File: src/rtl/fir_pkg.sv
// Shared definitions for the time-multiplexed FIR: state encoding, width helpers
// and the output range reduction (saturating when FIR_MAC_SAT_EN is defined).
package fir_pkg;

   typedef enum logic [1:0] {
      ST_IDLE = 2'd0,
      ST_MAC  = 2'd1,
      ST_OUT  = 2'd2
   } fir_state_t;

   // Wide enough for any legal DW+CW+clog2(NTAPS) accumulator.
   localparam int MAXW = 128;

   function automatic int clog2(input int v);
      int r;
      r = 0;
      for (int i = 0; i < 31; i++) begin
         if ((1 << i) < v) r = i + 1;
      end
      return r;
   endfunction

   function automatic int acc_width(input int dw, input int cw, input int ntaps);
      return dw + cw + clog2(ntaps);
   endfunction

   // Brings a shifted accumulator value into ow-bit signed range; the caller keeps the low ow bits.
   function automatic logic signed [MAXW-1:0] reduce_out(input logic signed [MAXW-1:0] v,
                                                        input int ow);
`ifdef FIR_MAC_SAT_EN
      logic signed [MAXW-1:0] one;
      logic signed [MAXW-1:0] hi;
      logic signed [MAXW-1:0] lo;
      one = 1;
      hi  = (one <<< (ow - 1)) - one;
      lo  = -(one <<< (ow - 1));
      if (v > hi) return hi;
      if (v < lo) return lo;
      return v;
`else
      return (v <<< (MAXW - ow)) >>> (MAXW - ow);
`endif
   endfunction

endpackage

File: src/rtl/fir_mac.sv
// Signed multiply-accumulate with a registered accumulator: clr zeroes it,
// en adds the full-width product a*b.
module fir_mac #(
   parameter int DW   = 16,
   parameter int CW   = 16,
   parameter int ACCW = 35
) (
   input  logic                   clk,
   input  logic                   i_rst,
   input  logic                   clr,
   input  logic                   en,
   input  logic signed [DW-1:0]   a,
   input  logic signed [CW-1:0]   b,
   output logic signed [ACCW-1:0] acc
);

   logic signed [DW+CW-1:0] prod;

   assign prod = a * b;

   always_ff @(posedge clk or negedge i_rst) begin
      if (!i_rst) begin
         acc <= '0;
      end else if (clr) begin
         acc <= '0;
      end else if (en) begin
         acc <= acc + ACCW'(prod);
      end
   end

endmodule

File: src/rtl/fir_mac_seq.sv
// Time-multiplexed direct-form FIR on one shared MAC, with writable coefficients,
// circular delay line and valid/ready handshakes. Optional macro: FIR_MAC_SAT_EN.
module fir_mac_seq
   import fir_pkg::*;
#(
   parameter int NTAPS = 8,
   parameter int DW    = 16,
   parameter int CW    = 16,
   parameter int OW    = 18,
   parameter int FRAC  = 15,
   localparam int AW   = clog2(NTAPS),
   localparam int ACCW = acc_width(DW, CW, NTAPS)
) (
   input  logic                 clk,
   input  logic                 i_rst,
   input  logic signed [DW-1:0] i_x,
   input  logic                 i_x_valid,
   output logic                 o_x_ready,
   output logic signed [OW-1:0] o_y,
   output logic                 o_y_valid,
   input  logic                 i_y_ready,
   input  logic                 i_c_we,
   input  logic [AW-1:0]        i_c_addr,
   input  logic signed [CW-1:0] i_c_data,
   output logic                 o_c_err,
   output logic                 o_busy
);

   // Handshakes: a transfer happens on a rising clk edge where valid and ready are both 1;
   // o_y/o_y_valid stay frozen while o_y_valid=1 and i_y_ready=0.
   localparam logic [AW-1:0] LAST = AW'(NTAPS - 1);

   fir_state_t             state;
   logic [AW-1:0]          wp;
   logic [AW-1:0]          rp;
   logic [AW-1:0]          k;
   logic signed [DW-1:0]   dline [NTAPS];
   logic signed [CW-1:0]   coef  [NTAPS];
   logic signed [ACCW-1:0] acc;
   logic                   xfer;
   logic                   addr_ok;
   logic                   mac_clr;
   logic                   mac_en;
   logic signed [DW-1:0]   mac_a;
   logic signed [CW-1:0]   mac_b;
   logic signed [OW-1:0]   y_next;

   if ((1 << AW) == NTAPS) begin : g_full_addr
      assign addr_ok = 1'b1;
   end else begin : g_part_addr
      assign addr_ok = (i_c_addr <= LAST);
   end

   assign xfer = (state == ST_IDLE) && i_x_valid && o_x_ready;

   always_comb begin
      mac_clr = xfer;
      mac_en  = (state == ST_MAC);
      mac_a   = dline[rp];
      mac_b   = coef[k];
      y_next  = OW'(reduce_out(MAXW'(acc) >>> FRAC, OW));
   end

   fir_mac #(
      .DW   (DW),
      .CW   (CW),
      .ACCW (ACCW)
   ) u_mac (
      .clk   (clk),
      .i_rst (i_rst),
      .clr   (mac_clr),
      .en    (mac_en),
      .a     (mac_a),
      .b     (mac_b),
      .acc   (acc)
   );

   always_ff @(posedge clk or negedge i_rst) begin
      if (!i_rst) begin
         state     <= ST_IDLE;
         wp        <= '0;
         rp        <= '0;
         k         <= '0;
         o_x_ready <= 1'b0;
         o_y       <= '0;
         o_y_valid <= 1'b0;
         o_c_err   <= 1'b0;
         o_busy    <= 1'b0;
         for (int i = 0; i < NTAPS; i++) begin
            dline[i] <= '0;
            coef[i]  <= '0;
         end
      end else begin
         // Writes land only in IDLE, so a same-cycle sample already sees the new tap.
         if (i_c_we) begin
            if ((state == ST_IDLE) && addr_ok) begin
               coef[i_c_addr] <= i_c_data;
               o_c_err        <= 1'b0;
            end else begin
               o_c_err        <= 1'b1;
            end
         end else begin
            o_c_err <= 1'b0;
         end

         unique case (state)
            ST_IDLE: begin
               if (xfer) begin
                  dline[wp] <= i_x;
                  rp        <= wp;
                  wp        <= (wp == LAST) ? '0 : wp + 1'b1;
                  k         <= '0;
                  o_x_ready <= 1'b0;
                  o_busy    <= 1'b1;
                  state     <= ST_MAC;
               end else begin
                  o_x_ready <= 1'b1;
               end
            end
            ST_MAC: begin
               rp <= (rp == '0) ? LAST : rp - 1'b1;
               k  <= k + 1'b1;
               if (k == LAST) state <= ST_OUT;
            end
            ST_OUT: begin
               // First OUT cycle captures the finished accumulator; later cycles wait for the sink.
               if (!o_y_valid) begin
                  o_y       <= y_next;
                  o_y_valid <= 1'b1;
               end else if (i_y_ready) begin
                  o_y_valid <= 1'b0;
                  o_x_ready <= 1'b1;
                  o_busy    <= 1'b0;
                  state     <= ST_IDLE;
               end
            end
            default: state <= ST_IDLE;
         endcase
      end
   end

endmodule

File: config.mk
export PLATFORM = sky130hd
export DESIGN_NAME = fir_mac_seq
export DESIGN_NICKNAME = d
export VERILOG_FILES = /design/src/rtl/fir_pkg.sv /design/src/rtl/fir_mac.sv /design/src/rtl/fir_mac_seq.sv
export SDC_FILE = /design/constraint.sdc
export NUM_CORES = 1
export LEC_CHECK = 0
export CORE_MARGIN = 1
export CORE_UTILIZATION = 45
export CTS_CLUSTER_DIAMETER = 50
export DETAILED_ROUTE_END_ITERATION = 8
export HOLD_SLACK_MARGIN = 0.03
export SYNTH_ARGS = -nofsm -noshare
export SYNTH_HDL_FRONTEND = slang
export SYNTH_SLANG_ARGS = --single-unit
File: constraint.sdc
create_clock -name clk -period 8.5 [get_ports clk]
set_clock_uncertainty 0.2 [all_clocks]
set_input_delay 1.275 -clock clk [delete_from_list [all_inputs] [get_ports clk]]
set_output_delay 1.275 -clock clk [all_outputs]
set_load 0.01 [all_outputs]
==> impl_metrics.tcl, run 1 <==
set metrics [dict create \
    ys_seq_area_share_pct 32.2 \
    multi_input_area_um2 15400 \
    syn_nets 2568 \
    synth_xor_area_share_pct 1.07 \
    cts_buffers 42 \
    critPathArrivalTime_ns 8.35 \
    grt_overflow 0 \
    synthArstFlopShare_pct 100 \
    final_design_area_no_fill_um2 28100 \
    dieWidth_um 238 \
    cpMostUsedCell "fa_1" \
    post-route-min-period_ns 8.10 \
    place_inst 2900 \
    hold_buffers 0 \
    rows 86 \
    stdcell_count 2975 \
    dp_hpwl_um 45300 \
    start_kind "register" \
    hold_violations 0 \
    rsz0062_at_grt "no" \
    critPathKind "register to register" \
    worstPathRequired_ns 8.75 \
    nets 2641 \
    fmax_ghz 0.123 \
    final_cell_mix "inv_1 (347), dfrtp_1 (320), fa_1 (299), mux2_2 (197), nand2_1 (169)" \
    core_area_um2 55100 \
    maxSlewHeadroom_pct 26.7 \
    insertedDiodeCount 0 \
    status "finished, final reports clean" \
    tightest_slew_ns 1.10 \
    synthFlopType "dfrtp_1" \
    synth-adder-area-share_pct 29.2 \
    drtIter0Drc 1100 \
    tritoncts "done" \
    antenna_left 0 \
    syn_to_final_growth_pct 12.4 \
    synth_seq_cells 322 \
    cp_top_family "adder cells" \
    layout-drive-gt1-share_pct 17.8 \
    syn_area_per_cell_um2 11.8 \
    fp.dieH_um 238 \
    vias 15900 \
    design.die.area_um2 56600 \
    place_area_um2 26700 \
    clockBufferDepth 3 \
    max-cap-violations 0 \
    cts_setup_buffers 0 \
    grt_max_degree 157 \
    n_fill_cell 4949 \
    grt_usage_pct 23.2 \
    period_share_pct 95.3 \
    synth_top_family_by_area "adder cells" \
    synth.distinct_cells 69 \
    tns_ns 0 \
    syn_inst 2123 \
    setup_viol 0 \
    cts_root_buf "clkbuf_16" \
    synthesis.area_um2 25000 \
    synth.area.mux_share_pct 20.3 \
    cp_slowest_cell "a2111oi_1" \
    final_util_pct 51.1 \
    path_cells "mux4_2 -> mux2i_1 -> nor2_1 -> fa_1 -> inv_1 -> fa_1 -> fa_1 -> inv_1 -> fa_1 -> fa_1 -> inv_1 -> fa_1 -> inv_1 -> ha_1 -> a21oi_1 -> nand2_1 -> a2111oi_1 -> o31ai_1 -> o31ai_1 -> mux2i_1 -> nand2_1" \
    viasPerCell 5.34 \
    layout_commonest_cell "inv_1" \
    critPathBufInv 4 \
    crit_path_end_kind "register" \
    gp_congestion 0.909 \
    seqCellArea_um2 8060 \
    cts-resized-gates 0 \
    slew_viol_final 0 \
    cts.sinks 322 \
    drc 0 \
    synth-edff-count 0 \
    start_util_pct 45.5 \
    wl_um 61100 \
    io_pins 62 \
    critPathMaxFanout 23 \
    htreeDepth 2 \
    clk_pin_slew_ns 0.06 \
    slowest_delay_ns 0.79 \
    synthSimpleGateAreaFrac_pct 7.48 \
    synth_compound_area_share_pct 3.22 \
    io_buffers 61 \
    yosys_warnings 0 \
    grt_pass1_wl_um 100000 \
    antenna_found_initial 0 \
    drt_pass1_iterations 5 \
    wl_per_cell_um 20.5 \
    clock_latency_ns 0.56 \
    grt_pass1_vias 17700 \
    worst_hold_path_type "register to register" \
]
## cell type report
| cell class | count | share of cell area, % |
|---|---|---|
| Clock buffer | 55 | 4.13 |
| Clock inverter | 20 | 1.00 |
| Inverter | 351 | 4.68 |
| Multi-Input combinational cell | 1372 | 54.7 |
| Sequential cell | 322 | 28.7 |
| Tap cell | 748 | 3.33 |
| Timing Repair Buffer | 107 | 3.55 |
## metrics by stage
step | hold slack (ns) | setup WS, ns
2_1_floorplan | 0.252 | 1.10
3_3_place_gp | 0.261 | 0.263
3_5_place_dp | 0.271 | 0.197
4_1_cts | 0.283 | 0.151
5_1_grt | 0.303 | 0.00399
6_report | 0.277 | 0.399
## final timing paths
kind | slack (ns) | to | cells after the start | startpoint
max in group asynchronous | 6.07 | k[0]$_DFFE_PN0P_ | 2 | i_rst
worst min-delay path | 0.28 | dline[28]$_DFFE_PN0P_ | 1 | dline[28]$_DFFE_PN0P_
worst max-delay path | 0.40 | u_mac.acc[32]$_DFFE_PN0P_ | 21 | rp[0]$_DFFE_PN0P_
min in group asynchronous | 0.59 | dline[119]$_DFFE_PN0P_ | 1 | i_rst
worst min register to register | 0.28 | dline[28]$_DFFE_PN0P_ | 1 | dline[28]$_DFFE_PN0P_
worst max register to register | 0.40 | u_mac.acc[32]$_DFFE_PN0P_ | 21 | rp[0]$_DFFE_PN0P_
## cell families (layout without fill, tap and decap cells)
logic type               after synthesis  after routing
AO/OA/AOI/OAI                        120            120
XOR/XNOR                              29             29
adder cells (fa/ha/maj)              405            405
buffers and inverters                429            533
flip-flops                           322            322
multiplexers                         389            389
AND/OR/NAND/NOR                      429            429
## sequential cells by signal (all words and copies together), names as in the netlist, 2 cells and up
name and count:
state 2, u_mac.acc 33, coef 128, o_y 18
wp 3, rp 3, dline 128, k 3
## synthesized netlist by cell type, types with 20 or more instances
cell	instances	area (um2)
dfrtp_1	322	8060
fa_1	299	5990
inv_1	347	1300
a21oi_1	20	100
nand3_1	32	160
ha_1	106	1330
mux2_1	100	1130
clkbuf_1	52	195
mux2i_1	26	260
nand2_1	169	634
mux2_2	197	2220
o21ai_0	29	145
mux4_2	64	1440
nor2_1	152	571
## routing by layer
| layer | track usage [%] | vias to the layer above | wire (um) |
|---|---|---|---|
| met1 | 30.7 | 8344 | 26100 |
| met3 | 3.94 | 79 | 3240 |
| li1 | - | 7094 | - |
| met4 | 6.59 | 0 | 1610 |
| met5 | 0 | - | 0 |
| met2 | 39.3 | 372 | 30200 |
## worst register-to-register path: stages, from the launching register on
cell,delay [ns]
dfrtp_4,0.75
mux4_2,0.60
mux2i_1,0.75
nor2_1,0.15
fa_1,0.57
inv_1,0.05
fa_1,0.46
fa_1,0.51
inv_1,0.05
fa_1,0.52
fa_1,0.53
inv_1,0.06
fa_1,0.48
inv_1,0.05
ha_1,0.33
a21oi_1,0.24
nand2_1,0.11
a2111oi_1,0.79
o31ai_1,0.19
o31ai_1,0.31
mux2i_1,0.22
nand2_1,0.07
Power of run 1 is left out: the tool's default activity adds up to more than one toggle a clock period on the data nets, which glitch-free logic cannot reach.
==> inputs of run 2 (changes only) <==
- SLEW_MARGIN: default -> 15
==> results of run 2 <==
The final DEF is identical to that of run 1; final timing and power are the same.
Power of run 2 is left out for the same reason.
